**config.mk**
```make
export PLATFORM = sky130hd
export DESIGN_NAME = score_playback_sequencer
export DESIGN_NICKNAME = d
export VERILOG_FILES = /design/src/rtl/score_pkg.sv /design/src/rtl/score_window.sv /design/src/rtl/score_playback_sequencer.sv
export SDC_FILE = /design/constraint.sdc
export NUM_CORES = 1
export LEC_CHECK = 0
export BUFFER_PORTS_ARGS = -buffer_cell sky130_fd_sc_hd__buf_2
export CELL_PAD_IN_SITES_DETAIL_PLACEMENT = 2
export CELL_PAD_IN_SITES_GLOBAL_PLACEMENT = 2
export CORE_MARGIN = 5
export CORE_UTILIZATION = 33
export DETAILED_ROUTE_END_ITERATION = 16
export HOLD_SLACK_MARGIN = 0.05
export MAX_ROUTING_LAYER = met4
export PLACE_DENSITY = 0.9
export SETUP_SLACK_MARGIN = 0.4
export SYNTH_ARGS = -nofsm -noshare
export SYNTH_HDL_FRONTEND = slang
export SYNTH_SLANG_ARGS = --single-unit
```
**constraint.sdc**
```tcl
create_clock -name clk -period 6.58 [get_ports clk]
set_clock_uncertainty 0.15 [all_clocks]
set_input_delay 0.658 -clock clk [delete_from_list [all_inputs] [get_ports clk]]
set_output_delay 0.658 -clock clk [all_outputs]
set_load 0.1 [all_outputs]
```
**src/rtl/score_pkg.sv**
```systemverilog
// Shared types and constants for the score playback sequencer:
// FSM state encoding, note-word field layout and the duration helper.
package score_pkg;

  typedef enum logic [2:0] {
    ST_IDLE  = 3'd0,
    ST_FILL  = 3'd1,
    ST_PLAY  = 3'd2,
    ST_SHIFT = 3'd3,
    ST_DONE  = 3'd4
  } state_e;

  localparam int NOTE_W    = 16;
  localparam int WIN_SLOTS = 4;
  localparam int WIN_W     = NOTE_W * WIN_SLOTS;
  localparam int DUR_W     = 8;

  localparam int PITCH_MSB = 15;
  localparam int PITCH_LSB = 8;
  localparam int DUR_MSB   = 7;
  localparam int DUR_LSB   = 0;

  localparam logic [7:0] END_PITCH = 8'hFF;

  // A zero-length note still occupies one beat.
  function automatic logic [DUR_W-1:0] note_dur(input logic [DUR_W-1:0] dur);
    return (dur == '0) ? DUR_W'(1) : dur;
  endfunction

endpackage

```
**src/rtl/score_window.sv**
```systemverilog
// Four-slot look-ahead window of note words. Slot 0 is the current note and
// sits in the top 16 bits of window_o. Supports a per-slot load and a
// shift-up that discards slot 0 and clears slot 3.
module score_window
  import score_pkg::*;
(
  input  logic              clk_i,
  input  logic              reset_ni,
  input  logic              shift_i,
  input  logic              load_i,
  input  logic [1:0]        load_slot_i,
  input  logic [NOTE_W-1:0] load_data_i,
  output logic [WIN_W-1:0]  window_o
);

  logic [NOTE_W-1:0] slot_q [WIN_SLOTS];
  logic [NOTE_W-1:0] slot_d [WIN_SLOTS];

  // Next window contents: shift-up first, then an optional single-slot load.
  always_comb begin
    for (int i = 0; i < WIN_SLOTS; i++) begin
      slot_d[i] = slot_q[i];
    end
    if (shift_i) begin
      for (int i = 0; i < WIN_SLOTS - 1; i++) begin
        slot_d[i] = slot_q[i + 1];
      end
      slot_d[WIN_SLOTS-1] = '0;
    end
    if (load_i) begin
      slot_d[load_slot_i] = load_data_i;
    end
  end

  // Window storage; cleared by reset so the visible window reads zero.
  always_ff @(posedge clk_i) begin
    if (!reset_ni) begin
      for (int i = 0; i < WIN_SLOTS; i++) begin
        slot_q[i] <= '0;
      end
    end else begin
      for (int i = 0; i < WIN_SLOTS; i++) begin
        slot_q[i] <= slot_d[i];
      end
    end
  end

  assign window_o = {slot_q[0], slot_q[1], slot_q[2], slot_q[3]};

endmodule

```
**src/rtl/score_playback_sequencer.sv**
```systemverilog
// Score playback sequencer: fetches note words of the selected song from a
// synchronous score ROM, keeps a 4-note look-ahead window and advances it on
// tempo beats according to each note's duration.
// Optional build macro LOOP_EN: an end marker restarts the same song with a
// one-cycle song_done pulse instead of stopping in DONE.
// ADDR_W must equal 2 + SONG_LOG2 (two song-select bits above the offset).
module score_playback_sequencer
  import score_pkg::*;
#(
  parameter int ADDR_W    = 10,
  parameter int SONG_LOG2 = 8
) (
  input  logic              clk,
  input  logic              reset,
  input  logic [1:0]        song_id,
  input  logic              start,
  input  logic              pause,
  input  logic              beat_tick,
  output logic [ADDR_W-1:0] rom_addr,
  input  logic [NOTE_W-1:0] rom_data,
  output logic [WIN_W-1:0]  next_notes,
  output logic              note_valid,
  output logic [DUR_W-1:0]  beat_in_note,
  output logic              busy,
  output logic              song_done
);

  state_e                 state_q, state_d;
  logic [1:0]             song_q, song_d;
  logic [SONG_LOG2-1:0]   fptr_q, fptr_d;
  logic [2:0]             step_q, step_d;
  logic [ADDR_W-1:0]      rom_addr_q, rom_addr_d;
  logic [DUR_W-1:0]       bin_q, bin_d;
  logic                   pend_q, pend_d;
`ifdef LOOP_EN
  logic                   done_pulse_q, done_pulse_d;
`endif

  logic                   win_shift;
  logic                   win_load;
  logic [1:0]             win_slot;
  logic [WIN_W-1:0]       window;

  logic [NOTE_W-1:0]      cur_note;
  logic                   cur_is_end;
  logic [DUR_W-1:0]       cur_dur;
  logic                   beat_go;
  logic                   note_over;

  assign cur_note   = window[WIN_W-1 -: NOTE_W];
  assign cur_is_end = (cur_note[PITCH_MSB:PITCH_LSB] == END_PITCH);
  assign cur_dur    = note_dur(cur_note[DUR_MSB:DUR_LSB]);
  // A beat counts when one is arriving now or one was held back earlier.
  assign beat_go    = (beat_tick | pend_q) & ~pause;
  // Compare at 9 bits so a 255-beat note cannot wrap the counter.
  assign note_over  = (({1'b0, bin_q} + 9'd1) == {1'b0, cur_dur});

  score_window u_window (
    .clk_i       (clk),
    .reset_ni    (reset),
    .shift_i     (win_shift),
    .load_i      (win_load),
    .load_slot_i (win_slot),
    .load_data_i (rom_data),
    .window_o    (window)
  );

  // Next-state logic for the playback FSM, fetch pointer and beat counter.
  always_comb begin
    state_d    = state_q;
    song_d     = song_q;
    fptr_d     = fptr_q;
    step_d     = step_q;
    rom_addr_d = rom_addr_q;
    bin_d      = bin_q;
    pend_d     = pend_q;
`ifdef LOOP_EN
    done_pulse_d = 1'b0;
`endif
    win_shift  = 1'b0;
    win_load   = 1'b0;
    win_slot   = 2'd0;

    case (state_q)
      ST_IDLE, ST_DONE: begin
        // Word 0 address goes out now; fptr then names the next word to fetch.
        if (start) begin
          song_d     = song_id;
          rom_addr_d = ADDR_W'({song_id, {SONG_LOG2{1'b0}}});
          fptr_d     = SONG_LOG2'(1);
          step_d     = 3'd0;
          bin_d      = '0;
          pend_d     = 1'b0;
          state_d    = ST_FILL;
        end
      end

      ST_FILL: begin
        if (beat_tick) begin
          pend_d = 1'b1;
        end
        // Addresses 1..3 go out on steps 0..2; data for word k lands on step k+1.
        if (step_q < 3'd3) begin
          rom_addr_d = ADDR_W'({song_q, fptr_q});
          fptr_d     = fptr_q + 1'b1;
        end
        if (step_q != 3'd0) begin
          win_load = 1'b1;
          win_slot = 2'(step_q - 3'd1);
        end
        if (step_q == 3'd4) begin
          step_d  = 3'd0;
          state_d = ST_PLAY;
        end else begin
          step_d = step_q + 3'd1;
        end
      end

      ST_PLAY: begin
        if (cur_is_end) begin
          pend_d = 1'b0;
`ifdef LOOP_EN
          rom_addr_d   = ADDR_W'({song_q, {SONG_LOG2{1'b0}}});
          fptr_d       = SONG_LOG2'(1);
          step_d       = 3'd0;
          bin_d        = '0;
          done_pulse_d = 1'b1;
          state_d      = ST_FILL;
`else
          state_d = ST_DONE;
`endif
        end else begin
          if (beat_tick && pause) begin
            pend_d = 1'b1;
          end
          if (beat_go) begin
            pend_d = 1'b0;
            if (note_over) begin
              win_shift  = 1'b1;
              rom_addr_d = ADDR_W'({song_q, fptr_q});
              step_d     = 3'd0;
              state_d    = ST_SHIFT;
            end else begin
              bin_d = bin_q + 1'b1;
            end
          end
        end
      end

      ST_SHIFT: begin
        if (beat_tick) begin
          pend_d = 1'b1;
        end
        // First cycle waits for the ROM; second cycle captures its word into slot 3.
        if (step_q == 3'd0) begin
          step_d = 3'd1;
        end else begin
          win_load = 1'b1;
          win_slot = 2'd3;
          fptr_d   = fptr_q + 1'b1;
          bin_d    = '0;
          step_d   = 3'd0;
          state_d  = ST_PLAY;
        end
      end

      default: begin
        state_d = ST_IDLE;
      end
    endcase
  end

  // Control and address registers; reset returns everything to IDLE with zeros.
  always_ff @(posedge clk) begin
    if (!reset) begin
      state_q    <= ST_IDLE;
      song_q     <= '0;
      fptr_q     <= '0;
      step_q     <= '0;
      rom_addr_q <= '0;
      bin_q      <= '0;
      pend_q     <= 1'b0;
`ifdef LOOP_EN
      done_pulse_q <= 1'b0;
`endif
    end else begin
      state_q    <= state_d;
      song_q     <= song_d;
      fptr_q     <= fptr_d;
      step_q     <= step_d;
      rom_addr_q <= rom_addr_d;
      bin_q      <= bin_d;
      pend_q     <= pend_d;
`ifdef LOOP_EN
      done_pulse_q <= done_pulse_d;
`endif
    end
  end

  assign rom_addr     = rom_addr_q;
  assign next_notes   = window;
  assign beat_in_note = bin_q;
  assign busy         = (state_q != ST_IDLE) && (state_q != ST_DONE);
  assign note_valid   = ((state_q == ST_PLAY) || (state_q == ST_SHIFT)) && !cur_is_end;
`ifdef LOOP_EN
  assign song_done    = done_pulse_q;
`else
  assign song_done    = (state_q == ST_DONE);
`endif

endmodule
```
==> results of run 1 <==
==> sequential cells by signal, indices dropped and copies added, names as in the netlist <==
signal	flops
pend_q	1
state_q	3
song_q	2
rom_addr	10
beat_in_note	8
step_q	3
fptr_q	8
u_window.slot_q	64
==> cell type report <==
class                           instances  area, um2
Tap cell                              184        230
Clock inverter                          5       60.1
Fill cell                            1674       8770
Inverter                                9       33.8
Sequential cell                        99       1980
Timing Repair Buffer                  113        581
Clock buffer                           11        243
Multi-Input combinational cell        451       2630
==> synthesized netlist by cell type, drive strengths merged (4+ instances only) <==
library cell | number | area (um2)
nand2b | 4 | 25.0
o21ai | 105 | 526
a21oi | 77 | 385
mux2i | 10 | 100
and2 | 4 | 25.0
nand3 | 14 | 70.1
or3 | 4 | 25.0
nand4 | 9 | 56.3
nor4 | 4 | 25.0
and3 | 5 | 31.3
xnor2 | 6 | 52.6
a221o | 4 | 40.0
o211ai | 16 | 120
a211oi | 4 | 30.0
nor3 | 9 | 45.0
nor2 | 25 | 93.8
xor2 | 7 | 61.3
inv | 8 | 30.0
nand2 | 49 | 184
a31oi | 50 | 313
clkbuf | 38 | 144
ha | 4 | 50.1
buf | 19 | 114
dfxtp | 99 | 1980
==> worst paths after layout <==
kind	cells after the start	to	start
worst max-delay path	8	u_window.slot_q[1][3]$_SDFF_PN0_	beat_in_note[0]$_SDFFE_PN0P_
worst min-delay path	2	rom_addr[4]$_SDFFE_PN0P_	rom_addr[4]$_SDFFE_PN0P_
worst max register to register	8	u_window.slot_q[1][3]$_SDFF_PN0_	beat_in_note[0]$_SDFFE_PN0P_
worst min register to register	2	rom_addr[4]$_SDFFE_PN0P_	rom_addr[4]$_SDFFE_PN0P_
==> per-layer routing <==
metal  track usage  routed length [um]  vias up
met4        0.0863                 543        0
met5             -                   0        -
met2         0.352                9260      143
li1              -                   -     2416
met1         0.295                8990     2686
met3        0.0328                 846       35
==> per-stage QoR <==
step,total power [mW],utilization
after detailed placement,1.77,0.375
after global routing,2.44,0.396
final,2.33,0.396
after global placement,1.73,0.375
after CTS,2.34,0.396
after floorplan,1.57,-
==> cell families (layout without fill, tap and decap cells) <==
group                    count (synthesis)  after routing  synth area share
AO/OA/AOI/OAI                          284            284             0.340
multiplexers                            11             11            0.0227
AND/OR/NAND/NOR                        138            138             0.135
adder cells (fa/ha/maj)                  4              4            0.0102
buffers and inverters                   66            138            0.0595
flip-flops                              99             99             0.405
XOR/XNOR                                14             14            0.0278
==> worst register-to-register path, delay by kind of cell, from the launching register on <==
kind                     cells  cell delay (ns)
adder cells (fa/ha/maj)      1             0.40
buffers and inverters        2             0.64
flip-flops                   1             0.57
AO/OA/AOI/OAI                3             0.72
AND/OR/NAND/NOR              2             0.87
==> layout by cell type (no fill, tap or decap), types with 3 or more instances in the layout <==
cell type  netlist  routed
a21o_1           3       3
o21ai_0        103     103
and2_1           4       4
a31oi_1         50      50
and3_1           5       5
nand2_1         49      49
or3_1            4       4
a221o_1          4       4
mux2i_1         10      10
ha_1             4       4
a21oi_1         77      77
inv_1            8       8
nand2b_1         4       4
xor2_1           7       7
nor2b_1          3       3
xnor2_1          6       6
a211oi_1         4       4
clkbuf_16        0       9
buf_2           10     107
nand4_1          9       9
dfxtp_1         99      99
nand3b_1         3       3
nor4_1           4       4
nor2_1          25      25
nor3_1           9       8
buf_4            2       6
o211ai_1        16      16
nand3_1         14      14
==> power breakdown <==
| part | switching [mW] | total (mW) | internal (mW) |
|---|---|---|---|
| registers | 0.0739 | 0.730 | 0.656 |
| clock network | 0.250 | 0.559 | 0.308 |
| logic | 0.844 | 1.05 | 0.202 |
==> out/results.ini, run 1 <==
[outcome]
status = finished, final reports clean

[placement]
post-place-ws_ns = 3.04
dpl_cell_area_um2 = 5460
dp_hpwl_um = 13500
place_congestion = 0.891
portBuffers = 107
dp.cells = 856

[cts]
cts_resized = 0
cts_buffers = 9
post_cts_buffers = 0
postCtsHoldBufs = 0
cts.sinks = 99
path_clk_slew_ns = 0.07
clock_latency_ns = 0.35
cts_max_path_buffers = 2
root_buffer = clkbuf_16
cts.htree.levels = 3
cts_tree = built

[sta]
slew_viol_final = 0
final.setup.worst_slack_ns = 3.15
worst_slew_pin_slew_ns = 0.931
max-slew-margin-rel = 0.375
finalHoldViolCount = 0
rsz0062_at_grt = no
period_minus_slack_ns = 3.43
fmax_ghz = 0.292
final_min_period_over_clock_period = 0.521
hold_ws_ns = 0.316
setup_tns_ns = 0
setup_viol = 0

[floorplan]
initial_utilization = 0.337
ioPinCount = 108
core-area_um2 = 14500
die_width_um = 132
die_h_um = 132
die_area_um2 = 17400
row_count = 44

[setup_path]
reg2reg_slack_ns = 3.15
critPathSlowestCell = dfxtp_1
crit_fanout = 48
critPathRequiredTime_ns = 6.70
worstSetupPathType = flip-flop to flip-flop
slowest_delay_ns = 0.57
cp_top_family = simple AND/OR/NAND/NOR gates
arrival_ns = 3.55
cp-start-kind = flip-flop
crit_buf_inv = 2
end_kind = flip-flop
worstPathCellList = ha_1, inv_1, or3_1, a221oi_2, and4_2, buf_4, a31oi_1, a21oi_1

[routing]
drt_wl_total_um = 19600
via_per_inst = 6.06
dr.pass1.iters = 4
drtIter0Drc = 337
avgRoutedWirePerCell_um = 22.5
num_vias = 5280
ant_nets = 0
drc_errors = 0

[grt]
grt_pass1_vias = 5656
grt.total_usage = 0.225
antenna_found_initial = 0
grt_first_pass_wirelength_um = 31600
grt_max_degree = 67
overflow = 0

[synthesis]
synth_fp_nets = 643
syn-mean-instance-area_um2 = 7.95
yosysSeqAreaShare = 0.405
yosysWarnings = 0
asyncSetResetFlopFracSynth = 0
syn_area_um2 = 4900
yosysUniqueCellTypes = 57
synth_edf_count = 0
ys_seq_elements = 99
synth_cells = 616
synth-main-ff-cell = dfxtp_1

[layout]
fin_cells = 872
fin_area_um2 = 5760
nets = 710
syn2layout_area_growth_pct = 17.6
antennaDiodeCount = 0
drive_gt1_frac = 0.198

[min_path]
min_path_type = flip-flop to flip-flop

[job]
cap_violations = 0

[power_and_ir_drop]
leakage_nw = 2.21
p_per_area_nw_per_um2 = 405
vdd_drop_max_mv = 0.174

No activity file was read; power rests on OpenSTA's default activity.
==> inputs of run 2 (changes only) <==
--- a/config.mk
+++ b/config.mk
@@ -5,15 +5,16 @@
 export SDC_FILE = /design/constraint.sdc
 export NUM_CORES = 1
 export LEC_CHECK = 0
+export ABC_AREA = 1
 export BUFFER_PORTS_ARGS = -buffer_cell sky130_fd_sc_hd__buf_2
 export CELL_PAD_IN_SITES_DETAIL_PLACEMENT = 2
 export CELL_PAD_IN_SITES_GLOBAL_PLACEMENT = 2
 export CORE_MARGIN = 5
-export CORE_UTILIZATION = 33
+export CORE_UTILIZATION = 29
 export DETAILED_ROUTE_END_ITERATION = 16
 export HOLD_SLACK_MARGIN = 0.05
 export MAX_ROUTING_LAYER = met4
-export PLACE_DENSITY = 0.9
+export PLACE_DENSITY = 0.85
 export SETUP_SLACK_MARGIN = 0.4
 export SYNTH_ARGS = -nofsm -noshare
 export SYNTH_HDL_FRONTEND = slang
==> constraint.sdc (replaced) <==
create_clock -name clk -period 3.35 [get_ports clk]
set_clock_uncertainty 0.15 [all_clocks]
set_input_delay 0.335 -clock clk [delete_from_list [all_inputs] [get_ports clk]]
set_output_delay 0.335 -clock clk [all_outputs]
set_load 0.1 [all_outputs]
==> out/results.ini, run 2 <==
[floorplan]
core-area_um2 = 18700  ; was 14500 um2
die_h_um = 148  ; was 132 um
ioPinCount = 108  ; unchanged
die_area_um2 = 21900  ; was 17400 um2
die_width_um = 148  ; was 132 um
row_count = 50  ; was 44
initial_utilization = 0.295  ; was 0.337

[placement]
place_congestion = 0.804  ; was 0.891
dp_hpwl_um = 15200  ; was 13500 um
portBuffers = 107  ; unchanged

[synthesis]
ys_seq_elements = 99  ; unchanged
synth_cells = 860  ; was 616
synth_fp_nets = 887  ; was 643
synth_area_leader_cell = dfxtp_1  ; unchanged
synth_edf_count = 0  ; unchanged
synth-main-ff-cell = dfxtp_1  ; unchanged
synth_common_cells = 218 x nand2_1, 129 x inv_1, 99 x dfxtp_1  ; was 103 x o21ai_0, 99 x dfxtp_1, 77 x a21oi_1
asyncSetResetFlopFracSynth = 0  ; unchanged
yosysWarnings = 0  ; unchanged
yosysUniqueCellTypes = 33  ; was 57
yosys.area.top_type_share = 0.360  ; was 0.405
syn-mean-instance-area_um2 = 6.41  ; was 7.95 um2
syn_area_um2 = 5510  ; was 4900 um2
synth.most_common_cell = nand2_1  ; was o21ai_0
yosysSeqAreaShare = 0.360  ; was 0.405
netlist_top_cells_area = dfxtp_1 36%, nand2_1 15%, inv_1 8.8%  ; was dfxtp_1 40%, o21ai_0 11%, a21oi_1 7.9%

[cts]
cts_resized = 0  ; unchanged
cts.htree.levels = 3  ; unchanged
cts_max_path_buffers = 2  ; unchanged
post_cts_buffers = 0  ; unchanged
path_clk_slew_ns = 0.07  ; about the same
root_buffer = clkbuf_16  ; unchanged
cts_buffers = 9  ; unchanged
clock_latency_ns = 0.35  ; about the same
cts.sinks = 99  ; unchanged
postCtsHoldBufs = 0  ; unchanged
cts_tree = built  ; unchanged

[routing]
ant_nets = 0  ; unchanged
wl_met3_um = 873  ; was 846 um
drtIter0Drc = 294  ; was 337
dr.pass1.iters = 4  ; unchanged
wl_met1_um = 9960  ; was 8990 um
drt_wl_total_um = 21200  ; was 19600 um
drc_errors = 0  ; unchanged
num_vias = 5996  ; was 5280
avgRoutedWirePerCell_um = 17.9  ; was 22.5 um
top_layer = met4  ; unchanged
via_per_inst = 5.06  ; was 6.06
wl_met2_um = 10100  ; was 9260 um

[setup_path]
critPathRequiredTime_ns = 3.50  ; was 6.70 ns
slowest_delay_ns = 0.44  ; was 0.57 ns
critPathSlowestCell = buf_4  ; was dfxtp_1
crit_buf_inv = 2  ; unchanged
reg2reg_from = beat_in_note[0]$_SDFFE_PN0P_  ; unchanged
end_kind = flip-flop  ; unchanged
cpMostUsedCell = nand2_1
worstPathCellList = ha_1, nand3_1, nor2_1, nand2_1, nand2_1, nand2_1, nand2_1, nand2_1, nor2_8, buf_4, nand4_1, nand3_1, nand2_1, inv_1  ; was ha_1, inv_1, or3_1, a221oi_2, and4_2, buf_4, a31oi_1, a21oi_1
crit_fanout = 36  ; was 48
cp-startpoint = beat_in_note[0]$_SDFFE_PN0P_  ; unchanged
arrival_ns = 2.84  ; was 3.55 ns
cp-start-kind = flip-flop  ; unchanged
cp_top_family = simple AND/OR/NAND/NOR gates  ; unchanged
worstSetupPathType = flip-flop to flip-flop  ; unchanged

[min_path]
min_path_type = primary input to flip-flop  ; was flip-flop to flip-flop
hp-start = song_id[0]  ; was rom_addr[4]$_SDFFE_PN0P_

[layout]
final_common_cell = nand2_1  ; was buf_2
multi_input_area_um2 = 2760  ; was 2630 um2
seqCellArea_um2 = 1980  ; unchanged
most-common-layout-cells = 218 x nand2_1, 129 x inv_1, 107 x buf_2, 99 x dfxtp_1, 85 x nor2_1  ; was 107 x buf_2, 103 x o21ai_0, 99 x dfxtp_1, 77 x a21oi_1, 50 x a31oi_1
fin_util = 0.347  ; was 0.396
nets = 972  ; was 710
largest_register_ffs = 64  ; unchanged
syn2layout_area_growth_pct = 17.9  ; was 17.6%
nFillCells = 2307  ; was 1674
antennaDiodeCount = 0  ; unchanged
top_register = u_window.slot_q  ; unchanged
drive_gt1_frac = 0.164  ; was 0.198

[grt]
grt_pass1_vias = 6134  ; was 5656
grt_first_pass_wirelength_um = 33700  ; was 31600 um
antenna_found_initial = 0  ; unchanged
overflow = 0  ; unchanged
grt_max_degree = 67  ; unchanged
grt.total_usage = 0.196  ; was 0.225

[sta]
setup_tns_ns = 0  ; unchanged
rsz0062_at_grt = yes  ; was no
final_min_period_over_clock_period = 0.803  ; was 0.521
worst_slew_pin_slew_ns = 0.633  ; was 0.931 ns
finalHoldViolCount = 0  ; unchanged
max-slew-margin-rel = 0.578  ; was 0.375
fmax_ghz = 0.372  ; was 0.292 GHz
setup_viol = 0  ; unchanged
period_minus_slack_ns = 2.69  ; was 3.43 ns
slew_viol_final = 0  ; unchanged

[job]
cap_violations = 0  ; unchanged

[power_and_ir_drop]
p_per_area_nw_per_um2 = 1020  ; was 405 nW/um2
leakage_nw = 3.45  ; was 2.21 nW
power_mw = 6.63  ; was 2.33 mW
vdd_drop_max_mv = 0.560  ; was 0.174 mV

[outcome]
status = finished, final reports clean  ; unchanged

[run 2: cell types whose count changed after synthesis, sizes merged, moves of 7 or more]
cell / delta
a21oi: -29
a31oi: -48
buf: +8
clkbuf: -20
inv: +126
mux2i: -10
nand2: +175
nand3: +66
nand4: +46
nor2: +64
o211ai: -16
o21ai: -42
xor2: -7
[run 2: layout make-up]
cell class	count	area share
repair buffers	118	0.0970
well taps	234	0.0450
inverters	134	0.0778
flip-flops and latches	99	0.305
clock buffers	10	0.0368
multi-input cells	583	0.425
clock inverters	6	0.0133
[run 2: cell families (layout without fill, tap and decap cells)]
kind of cell / after synthesis / count (layout) / synth area share
simple gates: 463 / 464 / 0.384
xor+xnor: 1 / 1 / 0.00159
fa+ha+maj: 4 / 4 / 0.00908
flops: 99 / 99 / 0.360
compound gates: 114 / 114 / 0.104
buf+inv: 179 / 268 / 0.142
[run 2: worst min-delay path: stages]
cell and delay, ns:
buf_2 0.09, inv_1 0.06, a21oi_1 0.06
[run 2: path summary, 6_finish.rpt]
kind                                      endpoint  slack [ns]  cells after the start
setup / recovery  u_window.slot_q[1][7]$_SDFF_PN0_        0.66                     14
hold reg to reg           rom_addr[3]$_SDFFE_PN0P_        0.33                      2
setup reg to reg  u_window.slot_q[1][7]$_SDFF_PN0_        0.66                     14
hold / removal              song_q[0]$_SDFFE_PN0P_        0.08                      3
[run 2: stage by stage]
step / hold slack (ns) / std cells / worst slack, ns / instance area [um2]
2_1_floorplan: 0.315 / 860 / 0.418 / 5520
3_3_place_gp: 0.313 / 1167 / 0.717 / 6160
3_5_place_dp: 0.318 / 1167 / 0.583 / 6160
4_1_cts: 0.0782 / 1183 / 0.542 / 6490
5_1_grt: 0.0948 / 1184 / 0.403 / 6500
6_report: 0.0846 / 1184 / 0.660 / 6500
[run 2: where the power goes]
part / switching [mW] / total [mW] / internal (mW)
Clock: 0.493 / 1.17 / 0.676
Combinational: 3.09 / 3.79 / 0.692
Sequential: 0.244 / 1.68 / 1.43
Total: 3.83 / 6.63 / 2.80
[run 2: metal layers]
layer / global-route usage / vias to the layer above
met5: - / -
met4: 0.0522 / 0
met3: 0.0270 / 14
met2: 0.314 / 99
met1: 0.262 / 2950
li1: - / 2933
